### src/rtl/tdm_demux_8ch.sv
// Receive side of the 8:1 TDM link: rebuilds one frame of 8 channel samples
// into a registered parallel word, with frame-sync checking and resync.
module tdm_demux_8ch #(
    parameter int WIDTH = 1
) (
    input  logic               clk,
    input  logic               rst,
    input  logic               in_valid,
    input  logic               in_sof,
    input  logic [WIDTH-1:0]   in_data,
    output logic               in_ready,
    output logic               out_valid,
    input  logic               out_ready,
    output logic [8*WIDTH-1:0] out_data,
    output logic [2:0]         cur_chan,
    output logic               sync_err
);

    typedef enum logic {
        HUNT,
        RUN
    } state_t;

    state_t               state;
    logic [8*WIDTH-1:0]   asm_q;
    logic                 acc;

    // Only the frame-completing beat can stall, and only behind a full output.
    assign in_ready = !(state == RUN && cur_chan == 3'd7 &&
                        out_valid && !out_ready);
    assign acc      = in_valid && in_ready;

    always_ff @(posedge clk) begin
        if (rst) begin
            state     <= HUNT;
            cur_chan  <= 3'd0;
            out_valid <= 1'b0;
            out_data  <= '0;
            sync_err  <= 1'b0;
            asm_q     <= '0;
        end else begin
            sync_err <= 1'b0;
            if (out_valid && out_ready) begin
                out_valid <= 1'b0;
            end
            if (acc) begin
                unique case (state)
                    HUNT: begin
                        if (in_sof) begin
                            asm_q[WIDTH-1:0] <= in_data;
                            cur_chan         <= 3'd1;
                            state            <= RUN;
                        end
                    end
                    RUN: begin
                        if (cur_chan == 3'd0) begin
                            if (in_sof) begin
                                asm_q[WIDTH-1:0] <= in_data;
                                cur_chan         <= 3'd1;
                            end else begin
                                sync_err <= 1'b1;
                                state    <= HUNT;
                            end
                        end else if (in_sof) begin
                            // Early sof: restart the frame on this beat.
                            sync_err         <= 1'b1;
                            asm_q[WIDTH-1:0] <= in_data;
                            cur_chan         <= 3'd1;
                        end else begin
                            asm_q[cur_chan*WIDTH +: WIDTH] <= in_data;
                            cur_chan <= cur_chan + 3'd1;
                            if (cur_chan == 3'd7) begin
                                out_data  <= {in_data, asm_q[7*WIDTH-1:0]};
                                out_valid <= 1'b1;
                            end
                        end
                    end
                    default: state <= HUNT;
                endcase
            end
        end
    end

endmodule
### config.mk
export PLATFORM = sky130hd
export DESIGN_NAME = tdm_demux_8ch
export DESIGN_NICKNAME = d
export VERILOG_FILES = /design/src/rtl/tdm_demux_8ch.sv
export SDC_FILE = /design/constraint.sdc
export NUM_CORES = 1
export LEC_CHECK = 0
export ABC_AREA = 0
export CAP_MARGIN = 20
export CORE_MARGIN = 8
export CORE_UTILIZATION = 53
export CTS_CLUSTER_SIZE = 30
export DETAILED_ROUTE_END_ITERATION = 8
export PLACE_DENSITY = 0.89
export SLEW_MARGIN = 0
export SYNTH_ARGS = -nofsm -noshare
export SYNTH_HDL_FRONTEND = slang
export SYNTH_SLANG_ARGS = --single-unit
export TNS_END_PERCENT = 100
### constraint.sdc
create_clock -name clk -period 3.5 [get_ports clk]
set_clock_uncertainty 0.05 [all_clocks]
set_input_delay 0.525 -clock clk [delete_from_list [all_inputs] [get_ports clk]]
set_output_delay 0.525 -clock clk [all_outputs]
set_load 0.005 [all_outputs]
==> impl_metrics.py <==
metrics = {
    "outcome": {
        "status": "finished, final reports clean",
    },
    "timing": {
        "hold_viol_final": 0,
        "maxSlewViolCount": 0,
        "relSlewSlack_pct": 52.7,
        "setup_viol": 0,
        "period_minus_slack_ns": 2.55,
        "holdWs_ns": 0.448,
        "fmax_mhz": 392,
        "grt_setup_unrepaired": "no",
        "tightest_slew_ns": 0.707,
        "fin_ws_ns": 0.951,
        "finalSetupTns_ns": 0,
        "period_share_pct": 72.8,
    },
    "worst_setup_path": {
        "crit_chain": "ha_1 > ha_1 > nand4b_1 > clkdlybuf4s50_1",
        "end_kind": "primary output",
        "path_buf_inv": 1,
        "path_delay_family": "buffers and inverters",
        "crit_slowest_cell": "clkdlybuf4s50_1",
        "worst_ep_arrival_time_ns": 1.97,
        "cp_common_cell": "ha_1",
        "cp_slowest_stage_delay_ns": 0.52,
        "crit_type": "register to primary output",
        "worstPathRequired_ns": 2.92,
        "critPathMaxFanout": 8,
        "cp-start-kind": "register",
    },
    "clocking": {
        "clock_latency_ns": 0.31,
        "clock_path_buffers": 2,
        "cts_buffers": 3,
        "h-tree-depth": 1,
        "clk_pin_slew_ns": 0.12,
        "holdBufCountCts": 0,
        "cts_setup_buffers": 0,
        "clkSinkCount": 21,
        "ctsResizeCount": 0,
        "cts-root-buf": "clkbuf_4",
        "cts_tree": "yes",
    },
    "floorplanning": {
        "rows": 15,
        "fp.dieH_um": 59.3,
        "core_sq_mm": 0.00175,
        "io_pins": 20,
        "dieWidth_um": 59.3,
        "dieArea_sq_mm": 0.00352,
        "initial_utilization_pct": 57.0,
    },
    "cells_and_area": {
        "fillers": 154,
        "diodes": 0,
        "post-route-util_pct": 70.8,
        "most-common-layout-cells": "dfxtp_1, clkdlybuf4s50_1, mux2i_1",
        "layout-drive-gt1-share_pct": 7.20,
        "area_delta_synth_final_pct": 24.3,
        "layout_commonest_cell": "dfxtp_1",
        "stdcell_area_sq_mm": 0.00124,
        "nets": 138,
    },
    "pwr": {
        "power_density_mw_per_mm2": 321,
        "p_clk_share_pct": 29.2,
        "vdd_drop_max_uv": 265,
        "p_int_mw": 0.301,
        "p_sw_share_pct": 24.0,
        "pwr-share-seq_pct": 61.8,
        "switchingPower_mw": 0.0953,
        "p_leak_nw": 0.568,
        "combPwrFrac_pct": 9.0,
    },
    "route": {
        "wl_per_cell_um": 14.3,
        "vias": 820,
        "drt_wl_total_um": 2150,
        "drt_iter0_markers": 7,
        "ant_nets": 0,
        "avgViaCountPerCell": 5.47,
        "drt-pass1-iter-count": 4,
        "drc": 0,
    },
    "worst_hold_path": {
        "hp-class": "register to register",
    },
    "synth": {
        "synthFlopType": "dfxtp_1",
        "syn_area_per_cell_sq_um": 9.56,
        "ys_seq_area_share_pct": 42.3,
        "synth_largest_area_cell": "dfxtp_1",
        "ys.warnings.count": 0,
        "synth-edff-count": 0,
        "syn-num-nets": 116,
        "synthArstFlopShare_pct": 0,
        "synth_top_area_share_pct": 42.3,
        "synth.area.top_cells": "dfxtp_1, mux2i_1, ha_1",
        "synth_cell_type_count": 24,
        "syn_area_sq_um": 995,
        "synth-seq-cells": 21,
        "netlist_instances": 104,
    },
    "global_routing": {
        "grt_pass1_wl_um": 3590,
        "grt_max_degree": 24,
        "grt_overflow": 0,
        "grt_antenna_before_repair": 0,
        "grt_pass1_vias": 811,
        "grt_usage_pct": 13.2,
    },
    "placed_design": {
        "preCtsSetupSlack_ns": 1.16,
        "gp_congestion": 0.892,
        "port_buffers": 19,
        "dp_hpwl_um": 1610,
        "place_area_sq_mm": 0.00121,
    },
    "flow_run": {
        "maxCapViolations": 0,
    },
}
logic make-up after synthesis:
kind of cell / Yosys count / share of synthesized area (%)
simple gates: 46 / 26.5
flops: 21 / 42.3
mux: 16 / 16.1
buf+inv: 8 / 3.02
compound gates: 7 / 4.53
fa+ha+maj: 6 / 7.55
cell type report:
| class | instances | area, sq um | area share, % |
|---|---|---|---|
| clock buffers | 3 | 22.5 | 1.82 |
| clock inverters | 1 | 5.00 | 0.405 |
| inverters | 6 | 22.5 | 1.82 |
| multi-input cells | 75 | 544 | 44.0 |
| flip-flops and latches | 21 | 420 | 34.0 |
| well taps | 25 | 31.3 | 2.53 |
| repair buffers | 19 | 190 | 15.4 |
power by group through the flow:
stage               clock network, mW  registers [mW]  logic [mW]
detailed placement                  0           0.250      0.0354
global placement                    0           0.250      0.0344
global route                    0.128           0.246      0.0395
CTS                             0.118           0.245      0.0357
floorplan                           0           0.249      0.0213
finish                          0.116           0.245      0.0358
flip-flops by register name (all words and copies together) (netlist names):
| name | flops |
|---|---|
| state | 1 |
| out_valid | 1 |
| sync_err | 1 |
| cur_chan | 3 |
| asm_q | 7 |
| out_data | 8 |
final timing paths:
| check | from | endpoint | slack (ns) | depth (start not counted) |
|---|---|---|---|---|
| max | cur_chan[0] | in_ready | 0.95 | 4 |
| max reg2reg | cur_chan[0] | asm_q[2] | 1.21 | 9 |
| min reg2reg | asm_q[5] | asm_q[5] | 0.45 | 2 |
| min | asm_q[5] | asm_q[5] | 0.45 | 2 |
worst reg2reg max path, delay by kind of cell (launching register included):
family                   cells  cell delay, ns
AND/OR/NAND/NOR              2            0.34
AO/OA/AOI/OAI                1            0.25
multiplexers                 1            0.22
flip-flops                   1            0.50
adder cells (fa/ha/maj)      3            0.61
buffers and inverters        2            0.23
through the flow:
step / total power [mW] / std cells
finish: 0.397 / 150
global route: 0.413 / 150
CTS: 0.398 / 150
detailed placement: 0.286 / 146
global placement: 0.285 / 146
floorplan: 0.271 / 104
cells in the mapped netlist, types with 2 or more instances:
master and number:
nand4_1 2, nand2_1 4, dfxtp_1 21, mux2i_1 16, nand2b_1 8, a21oi_1 3, clkbuf_1 2, nand3_1 2
and3_2 2, nand4b_1 3, nand3_2 2, nor2_1 13, ha_1 6, inv_1 6, nor3_1 4, nor4b_1 2
routing by layer:
metal / vias up / global-route usage, % / share of wire [%]
li1: 409 / - / -
met1: 390 / 14.0 / 45
met2: 17 / 23.3 / 50
met3: 4 / 3.25 / 3.3
met4: 0 / 6.83 / 1.6
met5: - / 0 / 0
No activity file was read; power rests on OpenSTA's default activity.
